### src/rtl/sw_pkg.sv
// Shared widths, limits and the packed time record used by the stopwatch.
package sw_pkg;

  localparam int SEC_W  = 7;
  localparam int MIN_W  = 7;
  localparam int HOUR_W = 5;

  localparam logic [SEC_W-1:0] SEC_MAX = 7'd59;
  localparam logic [MIN_W-1:0] MIN_MAX = 7'd59;

  // One stored time value; hour in the top bits so records compare naturally.
  typedef struct packed {
    logic [HOUR_W-1:0] hour;
    logic [MIN_W-1:0]  min;
    logic [SEC_W-1:0]  sec;
  } time_rec_t;

  // All-zero record, used for cleared slots and out-of-range reads.
  function automatic time_rec_t time_rec_zero();
    time_rec_t r;
    r.hour = {HOUR_W{1'b0}};
    r.min  = {MIN_W{1'b0}};
    r.sec  = {SEC_W{1'b0}};
    return r;
  endfunction

endpackage

### src/rtl/sw_time_counter.sv
// Prescaler plus sec/min/hour cascade. The prescaler is held, not
// cleared, while stop is high so a paused second resumes where it left off.
// ring is registered so it rises in the same cycle the hour update appears.
module sw_time_counter
  import sw_pkg::*;
#(
  parameter int TICKS_PER_SEC = 1,
  parameter int HOUR_MAX      = 24
) (
  input  logic      clk_i,
  input  logic      rst_i,
  input  logic      clear_i,
  input  logic      stop_i,
  output time_rec_t time_o,
  output logic      ring_o
);

  localparam int PS_W = (TICKS_PER_SEC > 1) ? $clog2(TICKS_PER_SEC) : 1;
  localparam logic [PS_W-1:0]   PS_LAST   = PS_W'(TICKS_PER_SEC - 1);
  localparam logic [HOUR_W-1:0] HOUR_LAST = HOUR_W'(HOUR_MAX - 1);

  logic [PS_W-1:0]   presc_q, presc_d;
  logic [SEC_W-1:0]  sec_q, sec_d;
  logic [MIN_W-1:0]  min_q, min_d;
  logic [HOUR_W-1:0] hour_q, hour_d;
  logic              ring_q, ring_d;
  logic              tick_s;

  // Next-state for prescaler and the carry chain; clear overrides everything.
  always_comb begin
    presc_d = presc_q;
    sec_d   = sec_q;
    min_d   = min_q;
    hour_d  = hour_q;
    ring_d  = 1'b0;
    tick_s  = 1'b0;
    if (clear_i) begin
      presc_d = {PS_W{1'b0}};
      sec_d   = {SEC_W{1'b0}};
      min_d   = {MIN_W{1'b0}};
      hour_d  = {HOUR_W{1'b0}};
    end else if (!stop_i) begin
      if (presc_q == PS_LAST) begin
        presc_d = {PS_W{1'b0}};
        tick_s  = 1'b1;
      end else begin
        presc_d = presc_q + PS_W'(1);
      end
      if (tick_s) begin
        if (sec_q == SEC_MAX) begin
          sec_d = {SEC_W{1'b0}};
          if (min_q == MIN_MAX) begin
            min_d  = {MIN_W{1'b0}};
            ring_d = 1'b1;
            if (hour_q == HOUR_LAST) begin
              hour_d = {HOUR_W{1'b0}};
            end else begin
              hour_d = hour_q + HOUR_W'(1);
            end
          end else begin
            min_d = min_q + MIN_W'(1);
          end
        end else begin
          sec_d = sec_q + SEC_W'(1);
        end
      end else begin
        sec_d = sec_q;
      end
    end else begin
      presc_d = presc_q;
    end
  end

  // Time and ring registers with asynchronous reset.
  always_ff @(posedge clk_i or posedge rst_i) begin
    if (rst_i) begin
      presc_q <= {PS_W{1'b0}};
      sec_q   <= {SEC_W{1'b0}};
      min_q   <= {MIN_W{1'b0}};
      hour_q  <= {HOUR_W{1'b0}};
      ring_q  <= 1'b0;
    end else begin
      presc_q <= presc_d;
      sec_q   <= sec_d;
      min_q   <= min_d;
      hour_q  <= hour_d;
      ring_q  <= ring_d;
    end
  end

  assign time_o.hour = hour_q;
  assign time_o.min  = min_q;
  assign time_o.sec  = sec_q;
  assign ring_o      = ring_q;

endmodule

### src/rtl/lap_stopwatch.sv
// Stopwatch with a lap ring buffer. Captures store the registered time
// (the pre-increment value when a tick coincides). Reads are combinational,
// indexed back from the newest record.
module lap_stopwatch
  import sw_pkg::*;
#(
  parameter int TICKS_PER_SEC = 1,
  parameter int LAP_DEPTH     = 4,
  parameter int HOUR_MAX      = 24,
  parameter int OVERWRITE     = 1,
  localparam int PTR_W = $clog2(LAP_DEPTH),
  localparam int CNT_W = PTR_W + 1
) (
  input  logic              clk,
  input  logic              reset,
  input  logic              stop,
  input  logic              record,
  input  logic              clear,
  input  logic [PTR_W-1:0]  rd_idx,
  output logic              ring,
  output logic [SEC_W-1:0]  sec,
  output logic [MIN_W-1:0]  min,
  output logic [HOUR_W-1:0] hour,
  output logic [SEC_W-1:0]  rec_sec,
  output logic [MIN_W-1:0]  rec_min,
  output logic [HOUR_W-1:0] rec_hour,
  output logic [CNT_W-1:0]  lap_count,
  output logic              lap_full
);

  localparam logic [CNT_W-1:0] CNT_FULL = CNT_W'(LAP_DEPTH);

  time_rec_t            time_s;
  time_rec_t            lap_mem_q [LAP_DEPTH];
  time_rec_t            rd_rec_s;
  logic [PTR_W-1:0]     wr_ptr_q, wr_ptr_d;
  logic [CNT_W-1:0]     lap_count_q, lap_count_d;
  logic                 lap_full_q, lap_full_d;
  logic                 rec_prev_q, rec_prev_d;
  logic                 cap_edge_s;
  logic                 cap_en_s;
  logic [PTR_W-1:0]     rd_slot_s;
  logic                 rd_valid_s;

  sw_time_counter #(
    .TICKS_PER_SEC (TICKS_PER_SEC),
    .HOUR_MAX      (HOUR_MAX)
  ) u_time (
    .clk_i   (clk),
    .rst_i   (reset),
    .clear_i (clear),
    .stop_i  (stop),
    .time_o  (time_s),
    .ring_o  (ring)
  );

  // Edge detect on record and pointer/count bookkeeping for a capture.
  always_comb begin
    cap_edge_s  = record & ~rec_prev_q;
    rec_prev_d  = record;
    wr_ptr_d    = wr_ptr_q;
    lap_count_d = lap_count_q;
    cap_en_s    = 1'b0;
    if (clear) begin
      rec_prev_d  = 1'b0;
      wr_ptr_d    = {PTR_W{1'b0}};
      lap_count_d = {CNT_W{1'b0}};
    end else if (cap_edge_s && (!lap_full_q || (OVERWRITE != 0))) begin
      cap_en_s = 1'b1;
      wr_ptr_d = wr_ptr_q + PTR_W'(1);
      if (lap_full_q) begin
        lap_count_d = lap_count_q;
      end else begin
        lap_count_d = lap_count_q + CNT_W'(1);
      end
    end else begin
      cap_en_s = 1'b0;
    end
    lap_full_d = (lap_count_d == CNT_FULL);
  end

  // Lap control registers and buffer storage; clear wipes every slot.
  always_ff @(posedge clk or posedge reset) begin
    if (reset) begin
      wr_ptr_q    <= {PTR_W{1'b0}};
      lap_count_q <= {CNT_W{1'b0}};
      lap_full_q  <= 1'b0;
      rec_prev_q  <= 1'b0;
      for (int i = 0; i < LAP_DEPTH; i++) begin
        lap_mem_q[i] <= time_rec_zero();
      end
    end else begin
      wr_ptr_q    <= wr_ptr_d;
      lap_count_q <= lap_count_d;
      lap_full_q  <= lap_full_d;
      rec_prev_q  <= rec_prev_d;
      if (clear) begin
        for (int i = 0; i < LAP_DEPTH; i++) begin
          lap_mem_q[i] <= time_rec_zero();
        end
      end else if (cap_en_s) begin
        lap_mem_q[wr_ptr_q] <= time_s;
      end
    end
  end

  // Newest-first read; slots beyond the stored count read as zero.
  always_comb begin
    rd_slot_s  = wr_ptr_q - PTR_W'(1) - rd_idx;
    rd_valid_s = ({1'b0, rd_idx} < lap_count_q);
    if (rd_valid_s) begin
      rd_rec_s = lap_mem_q[rd_slot_s];
    end else begin
      rd_rec_s = time_rec_zero();
    end
  end

  assign sec       = time_s.sec;
  assign min       = time_s.min;
  assign hour      = time_s.hour;
  assign rec_sec   = rd_rec_s.sec;
  assign rec_min   = rd_rec_s.min;
  assign rec_hour  = rd_rec_s.hour;
  assign lap_count = lap_count_q;
  assign lap_full  = lap_full_q;

endmodule

### config.mk
export PLATFORM = sky130hd
export DESIGN_NAME = lap_stopwatch
export DESIGN_NICKNAME = d
export VERILOG_FILES = /design/src/rtl/sw_pkg.sv /design/src/rtl/sw_time_counter.sv /design/src/rtl/lap_stopwatch.sv
export SDC_FILE = /design/constraint.sdc
export NUM_CORES = 1
export LEC_CHECK = 0
export ABC_AREA = 1
export CAP_MARGIN = 20
export CORE_ASPECT_RATIO = 0.9
export CORE_MARGIN = 1
export CORE_UTILIZATION = 50
export CTS_CLUSTER_SIZE = 25
export DETAILED_ROUTE_END_ITERATION = 12
export PLACE_DENSITY = 0.71
export SLEW_MARGIN = 30
export SYNTH_ARGS = -nofsm -noshare
export SYNTH_HDL_FRONTEND = slang
export SYNTH_HIERARCHICAL = 1
export SYNTH_SLANG_ARGS = --single-unit
### constraint.sdc
create_clock -name clk -period 7.8 [get_ports clk]
set_input_delay 1.56 -clock clk [delete_from_list [all_inputs] [get_ports clk]]
set_output_delay 1.56 -clock clk [all_outputs]
set_load 0.05 [all_outputs]
# Yosys cells after proc, flatten, opt, wreduce, memory -nomap -nowiden
# Cells that the tools add are included.
[op_classes]
addsub = 8
n_lt_le_gt_ge = 4
n_eq_ne = 5
n_mux = 43
n_bitwise = 4
n_reduce_logical = 9
[op_table]
columns = ["cell", "n"]
rows = [
  ["$mux 76", 2],
  ["$bwmux 76", 1],
  ["$mux 19", 4],
  ["$mux 7", 9],
  ["$bmux 19 s2", 1],
  ["$demux 19 s2", 1],
  ["$mux 5", 6],
  ["$add 7x1->7 const B", 2],
  ["$eq 7x6->1 const B", 2],
  ["$mux 1", 14],
  ["$reduce_bool 2->1", 5],
  ["$mux 3", 3],
  ["$ge 3x3->1 const B", 2],
  ["$not 2->3", 2],
  ["$add 5x1->5 const B", 1],
  ["$eq 5x5->1 const B", 1],
  ["$mux 2", 2],
  ["$reduce_and 4->1", 1],
  ["$add 3x1->3 const B", 1],
  ["$eq 3x3->1 const B", 1],
  ["$lt 2x3->1", 1],
  ["$lt 3x1->1 const B", 1],
  ["$reduce_and 3->1", 1],
  ["$add 2x1->2 const B", 1],
  ["8 further kinds", 8],
]
[totals]
reg_bits = 104
output_inout_bits = 43
word_cells = 94

# Longest topological paths before layout
[depth]
word_depth = 8
mapped_depth = 10
ltp_nobuf = 9

# By module
# Netlist, hierarchy kept.
[by_module_without_submodules]
columns = ["module", "n_inst", "cells_each", "area_per_inst_um2", "seq_area_each_um2"]
rows = [
  ["lap_stopwatch", 1, 507, 4170.2, 2077.0],
  ["sw_time_counter", 1, 148, 1163.6, 500.5],
]

# Worst setup path after synthesis
# OpenSTA, ideal clock, no wires.
[synth_timing]
path_kind = "input to output"
startpoint = "in rd_idx[0]"
endpoint = "out rec_sec[6]"
arrival_time_ns = 3.141
setup_slack_ns = 3.099
cell_stages = 9
n_path_buf = 2
path_cell_list = "inv_1 -> ha_1 -> buf_4 -> buf_2 -> nand2_1 -> o21ai_0 -> nand3_1 -> nand2_1 -> nor2_1"
[synth_between]
elab_chain_len = 6
elab_cells_between_ends = 7
[synth_lines]
columns = ["item", "line_no", "source"]
rows = [
  ["start: declaration", "lap_stopwatch.sv:19", "input logic [PTR_W-1:0] rd_idx,"],
  ["$sub 2x2->2", "lap_stopwatch.sv:109", "rd_slot_s = wr_ptr_q - PTR_W'(1) - rd_idx;"],
  ["$not 2->3 (not written as such)", "lap_stopwatch.sv:112", "rd_rec_s = lap_mem_q[rd_slot_s];"],
  ["$bmux 19 s2", "lap_stopwatch.sv:112", ""],
  ["$mux 19 (not written as such) (2 in series)", "lap_stopwatch.sv:112", ""],
  ["$mux 19 (*)", "lap_stopwatch.sv:111", "if (rd_valid_s) begin"],
  ["end: declaration", "lap_stopwatch.sv:24", "output logic [SEC_W-1:0] rec_sec,"],
]
# Mark *: on every way between the ends. The rest lies on a longest branch, timed or not. The select of a mux whose other input is x is not followed.

# Final worst setup path
[layout_timing]
startpoint = "in rd_idx[0]"
endpoint = "out rec_min[4]"
[layout_between]
elab_chain_len = 6
elab_cells_between_ends = 7
[layout_lines]
columns = ["item", "line_no", "source"]
rows = [
  ["$sub 2x2->2", "lap_stopwatch.sv:109", ""],
  ["$not 2->3 (not written as such)", "lap_stopwatch.sv:112", ""],
  ["$bmux 19 s2", "lap_stopwatch.sv:112", ""],
  ["$mux 19 (not written as such) (2 in series)", "lap_stopwatch.sv:112", ""],
  ["$mux 19 (*)", "lap_stopwatch.sv:111", ""],
  ["end: declaration", "lap_stopwatch.sv:25", "output logic [MIN_W-1:0] rec_min,"],
]
# Marks and branches as above.

==> summary.md <==
| Metric | Value |
|---|---|
| Core ar. | `between 10000 and 15000 um^2` |
| FMAX | `0.175 GHz` |
| Final Hold Viols | `0` |
| Starting DRT DRC Count | `375` |
| # fillers | `912` |
| Number of global-route vias before repair | `4260` |
| CP Max Fanout | `76` |
| I/O pin count | `50` |
| Row cnt | `35` |
| Tot Pwr | `1.26 mW` |
| CP arrival | `4.16 ns` |
| Run status | `finished clean` |
| Critical Path Max Stage Delay | `about 0.80 ns` |
| Leakage Power | `2.78 nW` |
| Worst setup margin | `2.08 ns` |
| Post_cts resized | `0` |
| Die ar. | `11100 um^2` |
| Register bit total from synthesis | `103` |
| Mean post-synth cell area | `around 8 um^2` |
| Post-Synthesis Cell Area | `about 5300 um^2` |
| Final period util | `0.733` |
| Worst rel slew slack | `0.431` |
| Synth top area share | `0.483` |
| Wirelength per Cell | `15.5 um` |
| Most used cell along the critical path | `clkdlybuf4s50_1` |
| Cells after synthesis | `655` |
| Layout cells sized above 1 | `0.0697` |
| Inst Count DP | `802` |
| Routed vias/inst | `5.57` |
| Utilization after layout | `0.593` |
| Residual DRC | `0` |
| Total GRT Usage | `0.240` |
| Port Buffers | `49` |
| Crit path time final | `between 5 and 6 ns` |
| GP Congestion | `~0.8` |
| Pwr dens | `207 nW/um^2` |
| Layout Skew | `between 0.006 and 0.007 ns` |
| Synthesized Nets | `between 600 and 700` |
| Routed Antenna Nets | `0` |
| Post-synth EDFFs | `0` |
| Hold crit path type | `reg2reg` |
| Max Cap Viol | `0` |
| Detailed Route WL | `12700 um` |
| Synthesis-to-layout area growth | `14.4%` |
| CTS tree | `yes` |
| Unrepaired setup endpoints after global routing | `no` |
| Crit start category | `primary input` |
| Post-CTS Hold Fix Bufs | `0` |
| Worst VDD drop | `0.138 mV` |
| Cell Chain, Critical Path | `clkdlybuf4s50_1 -> inv_1 -> ha_4 -> o21ai_0 -> nand3_1 -> nand2_1 -> nor2_1 -> clkdlybuf4s50_1` |
| Setup TNS | `0 ns` |
| Critical path buffers and inverters | `3` |
| Die Width | `111 um` |
| Vias | `between 4000 and 5000` |
| Worst setup EP type | `primary output` |
| Most area-consuming cells after synthesis | `dfrtp_1 (48%), nand2_1 (10%), nand3_1 (6.7%), o21ai_0 (6.3%), inv_1 (4.7%)` |
| Most instantiated library cell after synthesis | `nand2_1` |
| Top cells by count, synth | `nand2_1 (145), dfrtp_1 (103), nand3_1 (71)` |
| Largest net degree at the start of global routing | `84` |
| Total gr overflow | `0` |
| HPWL after DPL | `around 8000 um` |
| Drt pass-1 iters | `5` |
| Die height | `100 um` |
| Register area share after synthesis | `0.483` |
| Crit path kind | `in2out` |
| Yosys warnings | `6` |
| Final Non-Filler Cells | `818` |
| Top delay family on crit path | `buffers and inverters` |
| # Post-CTS Setup Buffers | `0` |
| Antenna diode count | `0` |
| Antenna violations before repair | `0` |
| Top_reg_cell synth | `dfrtp_1` |
| Yosys cell types | `35` |
| Total CTS buffers | `9` |
| First-pass GRT wire length | `21300 um` |
| Final setup viols | `0` |
| Clock tree buffer depth | `2` |
| Max-slew violations | `0` |
| NumNets Final | `701` |
| Measured slew at the worst slew-check pin | `around 0.85 ns` |
| Worst Setup Slack post-DPL | `2.08 ns` |
| Synth area leader | `dfrtp_1` |
| Worst skew pair latency | `0.34 ns` |
| Starting Density | `0.518` |
| Max H-tree Level | `3` |
| Reg clk slew, reported paths | `around 0.07 ns` |
| CP Data Required Time | `6.24 ns` |
| CTS root buf | `clkbuf_16` |
| Crit-path slowest cell | `clkdlybuf4s50_1` |
| Share of synthesized registers carrying an async set or reset | `1.00` |
| CTS Sinks | `slightly above 100` |
worst register-to-register path, delay by kind of cell (launching register included):
| kind | cells | cell delay (ns) |
|---|---|---|
| and+or+nand+nor | 2 | 0.78 |
| DFF | 1 | 0.45 |
| AOI/OAI and AO/OA | 1 | 0.31 |
| adders and majority gates | 1 | 0.24 |
| buffers and inverters | 1 | 0.13 |
registers in the layout, summed over array words and instances, names as in the netlist:
| signal | count |
|---|---|
| u_time/hour_q | 5 |
| lap_mem_q | 76 |
| wr_ptr_q | 2 |
| lap_count | 3 |
| u_time/ring_o | 1 |
| lap_full | 1 |
| u_time/min_q | 7 |
| u_time/sec_q | 7 |
| rec_prev_q | 1 |
cell usage in the layout, fill, tap and decap left out, types with 2 or more instances in the layout:
| cell type | instances |
|---|---|
| xor2_1 | 4 |
| nor2_2 | 2 |
| o21ai_0 | 67 |
| nand2_4 | 3 |
| clkinvlp_4 | 2 |
| nand2_1 | 145 |
| clkbuf_8 | 3 |
| a2bb2oi_1 | 2 |
| clkbuf_16 | 9 |
| inv_2 | 3 |
| nand3_1 | 71 |
| nor2_4 | 3 |
| o21bai_1 | 3 |
| o22ai_1 | 30 |
| inv_1 | 66 |
| nand4_1 | 7 |
| nand2_2 | 10 |
| o21a_1 | 2 |
| clkinv_2 | 3 |
| o21ai_2 | 2 |
| a22oi_1 | 8 |
| o21ai_1 | 13 |
| nor2_1 | 59 |
| ha_1 | 9 |
| clkdlybuf4s50_1 | 49 |
| dfrtp_1 | 103 |
| a21oi_1 | 2 |
final timing paths:
| check | startpoint | cells after the start | to | slack (ns) |
|---|---|---|---|---|
| setup / recovery | rd_idx[0] | 8 | rec_min[4] | 2.08 |
| hold / removal | lap_mem_q[31] | 2 | lap_mem_q[31] | 0.51 |
| setup reg to reg | wr_ptr_q[0] | 5 | lap_mem_q[75] | 5.79 |
| hold reg to reg | lap_mem_q[31] | 2 | lap_mem_q[31] | 0.51 |
| max in group asynchronous | reset | 3 | lap_mem_q[45] | 5.52 |
| min in group asynchronous | reset | 2 | u_time/hour_q[1] | 1.74 |
layer usage:
layer	vias to the layer above	wire length [um]	GRT usage
met5	-	0	0
met3	15	681	0.0417
met2	140	5800	0.384
met1	2188	6000	0.341
met4	0	164	0.0595
li1	2217	-	-
kinds of logic after synthesis:
group | Yosys count | synth area share
simple gates | 304 | 0.255
compound gates | 131 | 0.144
buf+inv | 103 | 0.0882
flops | 103 | 0.483
fa+ha+maj | 10 | 0.0235
xor+xnor | 4 | 0.00657
per-stage QoR:
step	hold WS [ns]	instance area [um^2]
2_1_floorplan	0.473	5330
3_3_place_gp	0.486	5790
3_5_place_dp	0.495	5810
4_1_cts	0.511	6100
5_1_grt	0.541	6100
6_report	0.510	6100
final cells by class:
class / instances / area, um^2 / area share
flip-flops and latches: 103 / 2580 / 0.422
multi-input cells: 449 / 2300 / 0.377
repair buffers: 50 / 502 / 0.0822
inverters: 71 / 269 / 0.0441
clock buffers: 12 / 267 / 0.0437
well taps: 129 / 161 / 0.0264
clock inverters: 4 / 28.8 / 0.00472
report_power, final:
part | leakage, nW | internal, mW | switching [mW]
Combinational | 1.21 | 0.0775 | 0.188
Sequential | 1.43 | 0.548 | 0.0168
Clock | 0.141 | 0.243 | 0.192
Power figures use the tool's default switching activity.
==> patch 1, RTL diff (same settings) <==
Set the package constant `HOUR_W` to 10 (it was 5).
--- a/src/rtl/sw_pkg.sv
+++ b/src/rtl/sw_pkg.sv
@@ -3,7 +3,7 @@
 
   localparam int SEC_W  = 7;
   localparam int MIN_W  = 7;
-  localparam int HOUR_W = 5;
+  localparam int HOUR_W = 10;
 
   localparam logic [SEC_W-1:0] SEC_MAX = 7'd59;
   localparam logic [MIN_W-1:0] MIN_MAX = 7'd59;
Ports: changed (resized hour and rec_hour); port bits go from 50 to 60. The function was not compared with the original's and may differ.
==> patch 1 against the original RTL <==
Register-to-register slack lost 240 ps; routed wire length is 39% higher; cell area rose by 28%; sequential cell count is 25 higher; worst setup slack lost 330 ps; total power grew 35%; clock power is 60% higher; global-route usage up 2.1 points; synthesized cell count increased by 25%; synthesized area grew 27%.
==> patch 1: results (changes against the original RTL) <==
sta:
  relSlewSlack: 0.476  # was 0.431
final_layout:
  finish.utilization: 0.605  # was 0.593
  layout.clock.cell_area_share: 0.0651  # was 0.0484
  final_layout_size_suffix_gt1_frac: 0.107  # was 0.0697
  n_all_buffers: 63  # was 50
  layout.filler_cells: 1096  # was 912
clocking:
  clock_sink_count: 128  # was 103
  cts_buffers: 17  # was 9
  cts_max_level: 4  # was 3
  clock_insertion_delay_worst_skew_ps: 420  # was 340 ps
critical_path:
  reg2reg_slack_ps: 5550  # was 5790 ps
  crit_path_max_fanout: 67  # was 76
  arrival_time_reported_for_the_critical_path_endpoint_ps: 4490  # was 4160 ps
  critPathCapture: "rec_min[0]"  # was rec_min[4]
routing:
  violation_count_after_the_first_detailed_route_iteration: 811  # was 375
yosys:
  post_synth_xor_area_fraction: 0.0104  # was 0.00657
  syn_nets: 836  # was 672
  synth_compound_gate_area_share: 0.148  # was 0.144
  synth_sequential_area_ratio: 0.474  # was 0.483
place:
  place_ws_ps: 1480  # was 2080 ps
  detailed_place_hpwl_um: 11000  # was 7980 µm
  place_area_um2: 7300  # was 5810 µm²
  place.detailed.instances: 1001  # was 802
status:
  run_status: "complete, no violations"  # unchanged
worst_hold_path:
  hold_start: "lap_mem_q[38]"  # was lap_mem_q[31]
pwr:
  vdd_ir_drop_max_mv: 0.171  # was 0.138 mV
[patch 1: cell types whose count changed after synthesis, moves of 10 or more]
cell                      delta
sky130_fd_sc_hd__nand2_1    +34
sky130_fd_sc_hd__o21ai_1    +26
sky130_fd_sc_hd__dfrtp_1    +25
sky130_fd_sc_hd__o21ai_0    -18
sky130_fd_sc_hd__nand3_1    +16
sky130_fd_sc_hd__inv_1      +14
sky130_fd_sc_hd__nor2_1     +12
sky130_fd_sc_hd__o22ai_2    +10
[patch 1: layer usage]
metal,part of all wire,global-route usage,up-vias
met5,0,0,-
met4,0.013,0.0916,0
met3,0.073,0.0562,23
met2,0.46,0.395,250
met1,0.45,0.369,2906
li1,-,-,2776
[patch 1: worst max-delay path: stages]
cell	delay [ps]
sky130_fd_sc_hd__clkdlybuf4s50_1	450
sky130_fd_sc_hd__inv_1	70
sky130_fd_sc_hd__ha_4	660
sky130_fd_sc_hd__buf_4	390
sky130_fd_sc_hd__nand2_1	110
sky130_fd_sc_hd__o21ai_0	130
sky130_fd_sc_hd__nor2_1	80
sky130_fd_sc_hd__nor2_1	170
sky130_fd_sc_hd__clkdlybuf4s50_1	830
[patch 1: power by group through the flow]
| stage | clock (mW) | sequential, mW | combinational [mW] |
|---|---|---|---|
| finish | 0.696 | 0.698 | 0.318 |
| global route | 0.726 | 0.700 | 0.345 |
| CTS | 0.702 | 0.697 | 0.316 |
| detailed placement | 0 | 0.709 | 0.315 |
| global placement | 0 | 0.707 | 0.310 |
| floorplan | 0 | 0.730 | 0.209 |
[patch 1: cell families after synthesis]
kind of cell               count (synthesis)
and+or+nand+nor                          377
AOI/OAI and AO/OA                        160
buffers and inverters                    136
DFF                                      128
adders and majority gates                 10
xor gates and xnor gates                   8
==> patch 2, RTL diff (config.mk and constraints unchanged) <==
Without the edit above. Reset style: synchronous (`reset` and `rst_i`), changed in 2 clocked blocks. Comments in the files are not updated.
--- a/src/rtl/sw_time_counter.sv
+++ b/src/rtl/sw_time_counter.sv
@@ -72,7 +72,7 @@
   end
 
   // Time and ring registers with asynchronous reset.
-  always_ff @(posedge clk_i or posedge rst_i) begin
+  always_ff @(posedge clk_i) begin
     if (rst_i) begin
       presc_q <= {PS_W{1'b0}};
       sec_q   <= {SEC_W{1'b0}};
--- a/src/rtl/lap_stopwatch.sv
+++ b/src/rtl/lap_stopwatch.sv
@@ -80,7 +80,7 @@
   end
 
   // Lap control registers and buffer storage; clear wipes every slot.
-  always_ff @(posedge clk or posedge reset) begin
+  always_ff @(posedge clk) begin
     if (reset) begin
       wr_ptr_q    <= {PTR_W{1'b0}};
       lap_count_q <= {CNT_W{1'b0}};
Formal check against the unedited RTL: differs if reset is asserted again (counterexample within 4 cycles, from zero or initial values and one cycle with reset high); with reset held inactive, the same outputs for 4 cycles.
==> patch 2 against the original RTL <==
Total power down 5.5%; cell area decreased by 1.6%; sequential cell count stayed put; clock skew is essentially flat; synthesized area decreased by 2.8%; worst setup slack better by 7.7 ps; sequential share of layout area increased by 4.8 points; register-to-register slack got worse by 670 ps; routed wire length shrank 12%.
==> patch 2: results (changes against the original RTL) <==
status:
  run_status: "complete, no violations"  # unchanged
final_layout:
  multi_input_area_um2: 1890  # was 2300 µm²
  n_multi_input_combinational_cell: 389  # was 449
  layout.filler_cells: 845  # was 912
  n_all_inverters: 94  # was 71
  buffer_area_frac: 0.0816  # was 0.0822
  final_layout_size_suffix_gt1_frac: 0.0799  # was 0.0697
  clock_buffer_count: 10  # was 12
sta:
  final.setup_skew_ps: 6.62  # was 6.86 ps
  worst-slew-pin-transition_ps: 935  # was 852 ps
yosys:
  synth-main-ff-cell: "sky130_fd_sc_hd__edfxtp_1"  # was sky130_fd_sc_hd__dfrtp_1
  synth_sequential_area_ratio: 0.544  # was 0.483
  synth.lib_cells_used.distinct: 33  # was 35
  synth_area_leaders: "sky130_fd_sc_hd__edfxtp_1, sky130_fd_sc_hd__dfxtp_1, sky130_fd_sc_hd__nor2_1, sky130_fd_sc_hd__nand2_1, sky130_fd_sc_hd__inv_1"  # was sky130_fd_sc_hd__dfrtp_1, sky130_fd_sc_hd__nand2_1, sky130_fd_sc_hd__nand3_1, sky130_fd_sc_hd__o21ai_0, sky130_fd_sc_hd__inv_1
  ys_async_sr_fraction: 0  # was 1.00
  synth-edff-count: 76  # was 0
  synth_most_common_cell: "sky130_fd_sc_hd__nor2_1"  # was sky130_fd_sc_hd__nand2_1
pwr:
  power.switching_fraction: 0.251  # was 0.314
  power.leakage_nw: 2.35  # was 2.78 nW
critical_path:
  timing.critical_path.slowest_cell_delay_ps: 820  # was 800 ps
  arrival_time_reported_for_the_critical_path_endpoint_ps: 4150  # was 4160 ps
place:
  place_area_um2: 5720  # was 5810 µm²
  routabilityCongestion: 0.808  # was 0.821
  detailed_place_hpwl_um: 7150  # was 7980 µm
grt:
  grt_start_max_net_pins: 77  # was 84
  grt_first_pass_wirelength_um: 18300  # was 21300 µm
routing:
  violation_count_after_the_first_detailed_route_iteration: 229  # was 375
die:
  fp-row-count: 34  # was 35
patch 2: path summary, 6_finish.rpt:
check | start | endpoint | slack (ps) | cells past startpoint
min | u_time/sec_q[1] | u_time/sec_q[1] | 530 | 2
max | rd_idx[0] | rec_min[2] | 2090 | 8
max reg2reg | rec_prev_q | lap_mem_q[3][5] | 5120 | 5
min reg2reg | u_time/sec_q[1] | u_time/sec_q[1] | 530 | 2
patch 2: metrics by stage:
| step | std cells | hold slack, ps | power, mW | setup WS [ps] |
|---|---|---|---|---|
| 2_1_floorplan | 607 | 526 | 0.730 | 3100 |
| 3_3_place_gp | 761 | 515 | 0.767 | 1730 |
| 3_5_place_dp | 761 | 527 | 0.770 | 2110 |
| 4_1_cts | 777 | 539 | 1.20 | 2110 |
| 5_1_grt | 777 | 576 | 1.24 | 1940 |
| 6_report | 777 | 533 | 1.19 | 2090 |
patch 2: power groups by stage:
stage / combinational (mW) / sequential [mW] / clock [mW]
6_report: 0.146 / 0.611 / 0.437
3_3_place_gp: 0.145 / 0.622 / 0
3_5_place_dp: 0.147 / 0.623 / 0
2_1_floorplan: 0.106 / 0.624 / 0
4_1_cts: 0.147 / 0.611 / 0.441
5_1_grt: 0.161 / 0.613 / 0.468
patch 2: cells by family (layout without fill, tap and decap cells):
family                   count (synthesis)  in the layout  share of synthesized area
AND/OR/NAND/NOR                        319            319                      0.272
adder cells (fa/ha/maj)                 10             10                     0.0241
buffers and inverters                  115            159                     0.0931
AO/OA/AOI/OAI                           55             55                     0.0577
XOR/XNOR                                 5              5                    0.00845
flip-flops                             103            103                      0.544
patch 2: metal layers:
metal / wire, µm / global-route usage / vias to the layer above
li1: - / - / 1993
met1: 5380 / 0.325 / 1816
met2: 5150 / 0.353 / 98
met3: 540 / 0.0397 / 11
met4: 95 / 0.0523 / 0
met5: 0 / 0 / -
